$ cat config.mk
export PLATFORM = sky130hd
export DESIGN_NAME = serial_subtractor
export DESIGN_NICKNAME = d
export VERILOG_FILES = /design/src/rtl/serial_subtractor_pkg.sv /design/src/rtl/full_subtractor.sv /design/src/rtl/serial_subtractor.sv
export SDC_FILE = /design/constraint.sdc
export NUM_CORES = 1
export LEC_CHECK = 0
export ABC_AREA = 1
export BUFFER_PORTS_ARGS = -buffer_cell sky130_fd_sc_hd__buf_2
export CORE_ASPECT_RATIO = 1.25
export CORE_MARGIN = 2
export CORE_UTILIZATION = 37
export CTS_CLUSTER_DIAMETER = 150
export DETAILED_ROUTE_END_ITERATION = 7
export HOLD_SLACK_MARGIN = 0.06
export RECOVER_POWER = 50
export SKIP_CTS_REPAIR_TIMING = 1
export SYNTH_ARGS = -nofsm -noshare
export SYNTH_HDL_FRONTEND = slang
export SYNTH_SLANG_ARGS = --single-unit
$ cat constraint.sdc
create_clock -name clk -period 2.4 [get_ports clk]
set_input_delay 0 -clock clk [delete_from_list [all_inputs] [get_ports clk]]
set_output_delay 0 -clock clk [all_outputs]
set_load 0.01 [all_outputs]
$ cat src/rtl/serial_subtractor_pkg.sv
// Shared types and constants for the bit-serial subtractor.
package serial_subtractor_pkg;

  localparam int DEFAULT_WIDTH = 8;

  typedef enum logic [1:0] {
    IDLE  = 2'd0,
    SHIFT = 2'd1,
    DONE  = 2'd2
  } state_t;

endpackage

$ cat src/rtl/full_subtractor.sv
// One-bit full subtractor: computes x - y - bin, giving difference d and borrow bout.
module full_subtractor (
  input  logic x,
  input  logic y,
  input  logic bin,
  output logic d,
  output logic bout
);

  assign d    = x ^ y ^ bin;
  assign bout = (~x & y) | (~(x ^ y) & bin);

endmodule

$ cat src/rtl/serial_subtractor.sv
// Bit-serial unsigned subtractor, a - b - bin, one bit per clock LSB first.
// Result is valid on the done pulse, WIDTH+1 cycles after start; start is ignored while busy.
module serial_subtractor
  import serial_subtractor_pkg::*;
#(
  parameter int WIDTH = DEFAULT_WIDTH
) (
  input  logic             clk,
  input  logic             reset_p,
  input  logic             start,
  input  logic [WIDTH-1:0] a,
  input  logic [WIDTH-1:0] b,
  input  logic             bin,
  output logic             busy,
  output logic             done,
  output logic [WIDTH-1:0] diff,
  output logic             bout
);

  localparam int CW = $clog2(WIDTH);

  state_t           state_q, state_d;
  logic [WIDTH-1:0] a_sr_q, a_sr_d;
  logic [WIDTH-1:0] b_sr_q, b_sr_d;
  logic [WIDTH-1:0] res_q, res_d;
  logic [WIDTH-1:0] diff_q, diff_d;
  logic             br_q, br_d;
  logic             bout_q, bout_d;
  logic [CW-1:0]    cnt_q, cnt_d;

  logic bit_d;
  logic bit_bout;

  full_subtractor u_fs (
    .x    (a_sr_q[0]),
    .y    (b_sr_q[0]),
    .bin  (br_q),
    .d    (bit_d),
    .bout (bit_bout)
  );

  always_comb begin
    state_d = state_q;
    a_sr_d  = a_sr_q;
    b_sr_d  = b_sr_q;
    res_d   = res_q;
    diff_d  = diff_q;
    br_d    = br_q;
    bout_d  = bout_q;
    cnt_d   = cnt_q;

    case (state_q)
      IDLE: begin
        if (start) begin
          a_sr_d  = a;
          b_sr_d  = b;
          br_d    = bin;
          res_d   = '0;
          cnt_d   = '0;
          state_d = SHIFT;
        end
      end
      SHIFT: begin
        a_sr_d = a_sr_q >> 1;
        b_sr_d = b_sr_q >> 1;
        res_d  = {bit_d, res_q[WIDTH-1:1]};
        br_d   = bit_bout;
        cnt_d  = cnt_q + 1'b1;
        // Publish on the final bit so diff/bout are already valid during DONE.
        if (cnt_q == CW'(WIDTH - 1)) begin
          diff_d  = {bit_d, res_q[WIDTH-1:1]};
          bout_d  = bit_bout;
          state_d = DONE;
        end
      end
      DONE: begin
        state_d = IDLE;
      end
      default: begin
        state_d = IDLE;
      end
    endcase
  end

  always_ff @(posedge clk) begin
    if (reset_p) begin
      state_q <= IDLE;
      a_sr_q  <= '0;
      b_sr_q  <= '0;
      res_q   <= '0;
      diff_q  <= '0;
      br_q    <= 1'b0;
      bout_q  <= 1'b0;
      cnt_q   <= '0;
    end else begin
      state_q <= state_d;
      a_sr_q  <= a_sr_d;
      b_sr_q  <= b_sr_d;
      res_q   <= res_d;
      diff_q  <= diff_d;
      br_q    <= br_d;
      bout_q  <= bout_d;
      cnt_q   <= cnt_d;
    end
  end

  assign busy = (state_q != IDLE);
  assign done = (state_q == DONE);
  assign diff = diff_q;
  assign bout = bout_q;

endmodule

=== Yosys cells after proc, flatten, opt, wreduce, memory -nomap -nowiden ===
Index checks and enable logic that the tools add are counted.

* Muxes and demuxes: 13
* Bitwise gates (word level): 7
* Equality and inequality tests: 5
* Add/sub/neg operators: 1
* Reduce and logical (&&, ||, !) cells: 6

{| class="wikitable"
|+ Operators by type and width
! operator !! number
|-
| case mux 8 bit (2 select lines) || 3
|-
| 2-to-1 mux 8 bit || 3
|-
| case mux 3 bit (2 select lines) || 1
|-
| AND reduction 2 bit || 3
|-
| 2-to-1 mux 2 bit || 2
|-
| inequality test 2 bit, second input constant || 2
|-
| case mux 2 bit (2 select lines) || 1
|-
| nonzero test 2 bit || 2
|-
| adder 3 x 1 -> 3 bit, second input constant || 1
|-
| equality test 3 bit, second input constant || 1
|-
| 2-to-1 mux 3 bit || 1
|-
| AND 1 bit || 2
|-
| equality test 2 x 1 -> 1 bit, second input constant || 1
|-
| equality test 2 bit, second input constant || 1
|-
| zero test 2 bit || 1
|-
| inverter 1 bit || 2
|-
| case mux 1 bit (2 select lines) || 1
|-
| XOR 1 bit || 2
|-
| 2-to-1 mux 1 bit || 1
|-
| bitwise OR 1 bit || 1
|}

* Flip-flop bits (word level): 39
* Output and inout port bits: 11
* Logic and storage cells: 40
* Input bits: 20

=== Depth between registers and ports, before layout ===
* Word-level depth: 5
* Gate-level depth with buffers: 8
* Depth with buffers taken out: 8

=== Cells and area by module ===
A second synthesis with hierarchy kept.

* Cell total of the unflattened synthesis: 256
* Area total of the unflattened synthesis: 1,699.1 um^2

{| class="wikitable"
|+ By module, submodules not included
! module !! times used !! area each (um^2) !! sequential area each (um^2) !! cells an instance
|-
| serial_subtractor || 1 || 1,667.8 || 760.7 || 252
|-
| full_subtractor || 1 || 31.3 || 0.0 || 4
|}

=== Worst setup path after synthesis ===
Ideal clock, no wire load.

* Path type: reg2reg
* From: register cnt_q[0]
* To: register diff_q[0] (netlist: diff[0])
* Cell stages (with the launch flop): 8
* Data arrival time: 1.060 ns
* Setup slack: 1.224 ns
* Clock period less this slack: 1.176 ns
* Required time: 2.284 ns
* Library setup time: 0.116 ns
* Buffers on the path: 0
* Cells stage by stage: dfxtp_1 -> ha_1 -> ha_1 -> nand2_1 -> nor2_2 -> inv_1 -> nor2_1 -> nor2_1

* Word-level cells in the longest chain between the ends: 2

{| class="wikitable"
|+ RTL lines
! item !! line !! source
|-
| start: declaration || serial_subtractor.sv:29 || <nowiki>logic [CW-1:0] cnt_q, cnt_d;</nowiki>
|-
| start signal: assignment || serial_subtractor.sv:103 || <nowiki>cnt_q <= cnt_d;</nowiki>
|-
| equality test 3 bit || serial_subtractor.sv:70 || <nowiki>if (cnt_q == CW'(WIDTH - 1)) begin</nowiki>
|-
| AND reduction 2 bit (no line) || - ||
|-
| end signal: assignment || serial_subtractor.sv:100 || <nowiki>diff_q <= diff_d;</nowiki>
|-
| end: declaration || serial_subtractor.sv:26 || <nowiki>logic [WIDTH-1:0] diff_q, diff_d;</nowiki>
|}

No other way between the ends.
A chain may end at the register's enable or synchronous reset.

=== Worst setup path after layout ===
* From: register state_q[0]
* To: register a_sr_q[7]

* Word-level cells in the longest chain between the ends: 3
* Elaborated cells between the ends (all ways): 6
* Classes of those cells: eq/ne (2); mux (1); reduce/logical (3)

{| class="wikitable"
|+ RTL lines
! item !! line !! source
|-
| start: declaration || serial_subtractor.sv:22 || <nowiki>state_t state_q, state_d;</nowiki>
|-
| start signal: assignment || serial_subtractor.sv:96 || <nowiki>state_q <= state_d;</nowiki>
|-
| equality test 2 x 1 -> 1 bit or zero test 2 bit (tied branches) || serial_subtractor.sv:52 || <nowiki>case (state_q)</nowiki>
|-
| nonzero test 2 bit (no line) or inequality test 2 bit (tied branches) || - ||
|-
| AND reduction 2 bit (no line) || - ||
|-
| end signal: assignment || serial_subtractor.sv:97 || <nowiki>a_sr_q <= a_sr_d;</nowiki>
|-
| end: declaration || serial_subtractor.sv:23 || <nowiki>logic [WIDTH-1:0] a_sr_q, a_sr_d;</nowiki>
|}

Several ways; a longest one is shown, not always the timed one.

==> results.txt <==
----------------------------------------------------
[Global routing]
  Maximum number of pins on one net before global-route repair ... 28
  Via count of the first global-routing pass ... 1,376
  Initial antenna violation count ... 0
  Overall global routing resource usage ... 0.1541
  Overflow left after global routing ... 0
  Most heavily used metal layer in global routing ... met2
  Global-route track usage on met2 ... 0.2510
  Met3 Track Usage GR ... 0.04090
  Met1 Resource Use GR ... 0.1895
  Global-route wire length before repair ... 6058 um

[Run]
  Count of maximum capacitance violations ... 0

[Yosys]
  Netlist area before placement ... 1702 um2
  Largest family of logic cells by synthesized area ... simple AND/OR/NAND/NOR gates
  Synth Area in Simple Gates ... 0.3140
  Post-synthesis net count ... 278
  Portion of netlist area occupied by mux cells ... 0
  Synth Instances ... 255
  Cell accounting for the most synthesized area ... sky130_fd_sc_hd__dfxtp_1
  Top cells by area, synth ... sky130_fd_sc_hd__dfxtp_1, sky130_fd_sc_hd__nand2_1, sky130_fd_sc_hd__inv_1
  Avg Synthesized Cell Area ... 6.673 um2
  Share of the yosys chip area belonging to registers ... 0.4471
  #FFs+latches synth ... 38
  Share of synthesized cell area in full adder, half adder and majority cells ... 0.02647
  Distinct cell type count of the synthesized netlist ... 19
  Yosys synthesis warning count ... 0
  Synthesized-area fraction occupied by xor and xnor cells ... 0
  Compound-cell area share of the yosys netlist ... 0.08456
  Share of Yosys cell area claimed by the top area cell type ... 0.4471

[Setup path]
  Worst Setup Start Kind ... flop
  Sequence of cells on the critical path ... nor2_1 > nand3_1 > dlygate4sd3_1 > a21oi_1 > dlygate4sd3_1
  Cell occurring most often along the worst timing path ... sky130_fd_sc_hd__dlygate4sd3_1
  Worst path max stage delay ... 0.57 ns
  Combined buffer and inverter count along the critical path ... 2
  Arrival time at the worst endpoint ... 2.24 ns
  Reg-to-reg critical path startpoint ... state_q[0]
  Worst-path cell with the longest stage delay ... sky130_fd_sc_hd__dlygate4sd3_1
  Cell family with the largest share of critical-path delay ... buffers and inverters
  Largest driver fanout on the critical path ... 7
  Nature of the critical path endpoint ... flop
  Required time of the critical path ... 2.64 ns
  Start point of the critical path ... state_q[0]
  Setup CP Type ... reg -> reg

[Timing]
  Post-route clock skew ... 0.005914 ns
  Summed negative setup slack over all endpoints ... 0 ns
  # setup viols final ... 0
  Count of pins over their slew limit ... 0
  Achievable clock frequency ... 0.5015 GHz
  Worst Setup Slack, final ... 0.4062 ns
  Period utilisation layout ... 0.8308
  Worst slew margin ... 0.4413
  RSZ-0062 raised after global routing ... no
  Period minus WS final ... 1.994 ns
  Measured slew at the worst slew-check pin ... 0.8371 ns
  Final hold vios ... 0

[Pwr]
  Maximum resistive drop on vdd ... 421.5 uV
  Leakage ... 1.058 nW
  Pwr/cell area ... 658.7 nW/um2

[Die]
  Number of top-level design ports ... 31
  Initial Util ... 0.3845
  Core footprint ... 4425 um2
  Die Span Y ... 79.82 um
  Floorplan die area ... 5161 um2
  Floorplan die width ... 64.66 um
  Cell row count ... 27

[Placed design]
  Weighted congestion reported at the end of routability-driven placement ... 0.7329
  Number of buffers added on ports ... 30
  Pre-CTS setup slack ... 1.037 ns
  Placed Cells ... 336
  Detailed-placement wirelength estimate ... 2417 um

[Detailed routing]
  Post-detailed-routing wire length ... 3701 um
  Total DRC errors in the routed layout ... 0
  Length of the first detailed-routing pass in iterations ... 2
  Final routed wire length divided by cell count ... 10.28 um
  DRC marker count from the first detailed-route iteration ... 47
  Number of routed nets with antenna violations ... 0
  Via count normalized by instance count ... 4.439
  Via count ... 1,598

[Cells and area]
  Number of filler instances in the final layout ... 481
  Number of antenna repair diodes ... 0
  Area occupied by multi-input gates ... 723.2 um2
  Area grow syn2layout ... 25.96%
  NumNets Final ... 324
  Share of post-route cells with drive strength above 1 ... 0.1159
  Post-route non-filler standard cell count ... 360
  Area of all sequential standard cells ... 760.7 um2

[CTS]
  Clock tree buffer depth ... 2
  Root buffer cell ... sky130_fd_sc_hd__clkbuf_8
  Number of buffers inserted during clock tree synthesis ... 5
  CTS tree ... built
  Number of H-tree levels ... 2
  Sink Count ... 38
  Clock transition at the registers of the reported paths ... 0.08 ns
  Clock latency of the later-clocked register in the worst-skew pair ... 0.30 ns

[Hold path]
  Startpoint of the tightest hold check path ... b[3]
  Type of the most critical hold path ... in -> reg

[Run status]
  Run status ... finished clean

----------------------------------------------------
metrics by stage:
step	hold slack [ns]	util	power [mW]	instance area, um2
after floorplan	0.06907	-	0.8113	1702
after global placement	0.2926	0.4255	0.8535	1883
after detailed placement	0.2890	0.4255	0.8534	1883
after CTS	-0.03363	0.4512	1.409	1997
after global routing	0.06337	0.4843	1.484	2143
final	0.009488	0.4843	1.412	2143
worst min-delay path, delay by kind of cell:
family	cells	cell delay (ns)
buffers and inverters	2	0.10
AOI/OAI and AO/OA	1	0.05
and+or+nand+nor	2	0.12
final timing paths:
kind / to / slack, ns / cells past startpoint
max: a_sr_q[7] / 0.41 / 5
min: b_sr_q[3] / 0.009 / 5
max reg2reg: a_sr_q[7] / 0.41 / 5
min reg2reg: res_q[1] / 0.47 / 2
layout by cell type, fill, tap and decap left out:
cell                            instances
sky130_fd_sc_hd__nand2_1               97
sky130_fd_sc_hd__inv_1                 39
sky130_fd_sc_hd__dfxtp_1               38
sky130_fd_sc_hd__a21oi_1               25
sky130_fd_sc_hd__nor2_1                24
sky130_fd_sc_hd__buf_2                 19
sky130_fd_sc_hd__dlygate4sd3_1         16
sky130_fd_sc_hd__clkbuf_1              11
sky130_fd_sc_hd__nand3_1               10
sky130_fd_sc_hd__clkbuf_8               5
sky130_fd_sc_hd__buf_4                  3
sky130_fd_sc_hd__inv_2                  2
sky130_fd_sc_hd__o21ai_0                2
sky130_fd_sc_hd__ha_1                   2
sky130_fd_sc_hd__clkinvlp_4             2
sky130_fd_sc_hd__o21ai_2                1
sky130_fd_sc_hd__nand2_4                1
sky130_fd_sc_hd__nor2_2                 1
sky130_fd_sc_hd__and2_1                 1
sky130_fd_sc_hd__nand4_1                1
sky130_fd_sc_hd__fa_1                   1
sky130_fd_sc_hd__bufinv_16              1
layout make-up:
| cell class | instances | share of cell area |
|---|---|---|
| clock buffer | 5 | 0.03211 |
| clock inverter | 3 | 0.02102 |
| inverter | 41 | 0.07180 |
| multi-input combinational | 166 | 0.3374 |
| sequential | 38 | 0.3549 |
| tap | 58 | 0.03386 |
| timing repair buffer | 49 | 0.1489 |
registers in the layout, summed over array words and instances (netlist names):
name	count
a_sr_q	8
bout	1
cnt_q	3
br_q	1
diff	8
state_q	2
res_q	7
b_sr_q	8
synth_stat cells:
library cell / n
sky130_fd_sc_hd__o21ai_0: 2
sky130_fd_sc_hd__clkbuf_1: 2
sky130_fd_sc_hd__inv_2: 4
sky130_fd_sc_hd__a21oi_1: 25
sky130_fd_sc_hd__o21ai_2: 1
sky130_fd_sc_hd__inv_1: 37
sky130_fd_sc_hd__fa_1: 1
sky130_fd_sc_hd__buf_4: 4
sky130_fd_sc_hd__nor2_2: 1
sky130_fd_sc_hd__nand2_4: 1
sky130_fd_sc_hd__buf_2: 3
sky130_fd_sc_hd__and2_1: 1
sky130_fd_sc_hd__nand4_1: 1
sky130_fd_sc_hd__dfxtp_1: 38
sky130_fd_sc_hd__nand3_1: 10
sky130_fd_sc_hd__nor2_1: 24
sky130_fd_sc_hd__buf_6: 1
sky130_fd_sc_hd__ha_1: 2
sky130_fd_sc_hd__nand2_1: 97
logic make-up after synthesis:
family          Yosys count
compound gates           28
fa+ha+maj                 3
buf+inv                  51
flops                    38
simple gates            135
routing by layer:
metal / part of all wire / up-vias
li1: - / 852
met3: 0.039 / 7
met2: 0.46 / 23
met5: 0 / -
met4: 0.019 / 0
met1: 0.48 / 716
report_power, final:
part	switching, mW	total [mW]	internal [mW]
logic	0.105	0.184	0.0789
registers	0.0123	0.673	0.661
clock network	0.246	0.555	0.309
Power figures use the tool's default switching activity.
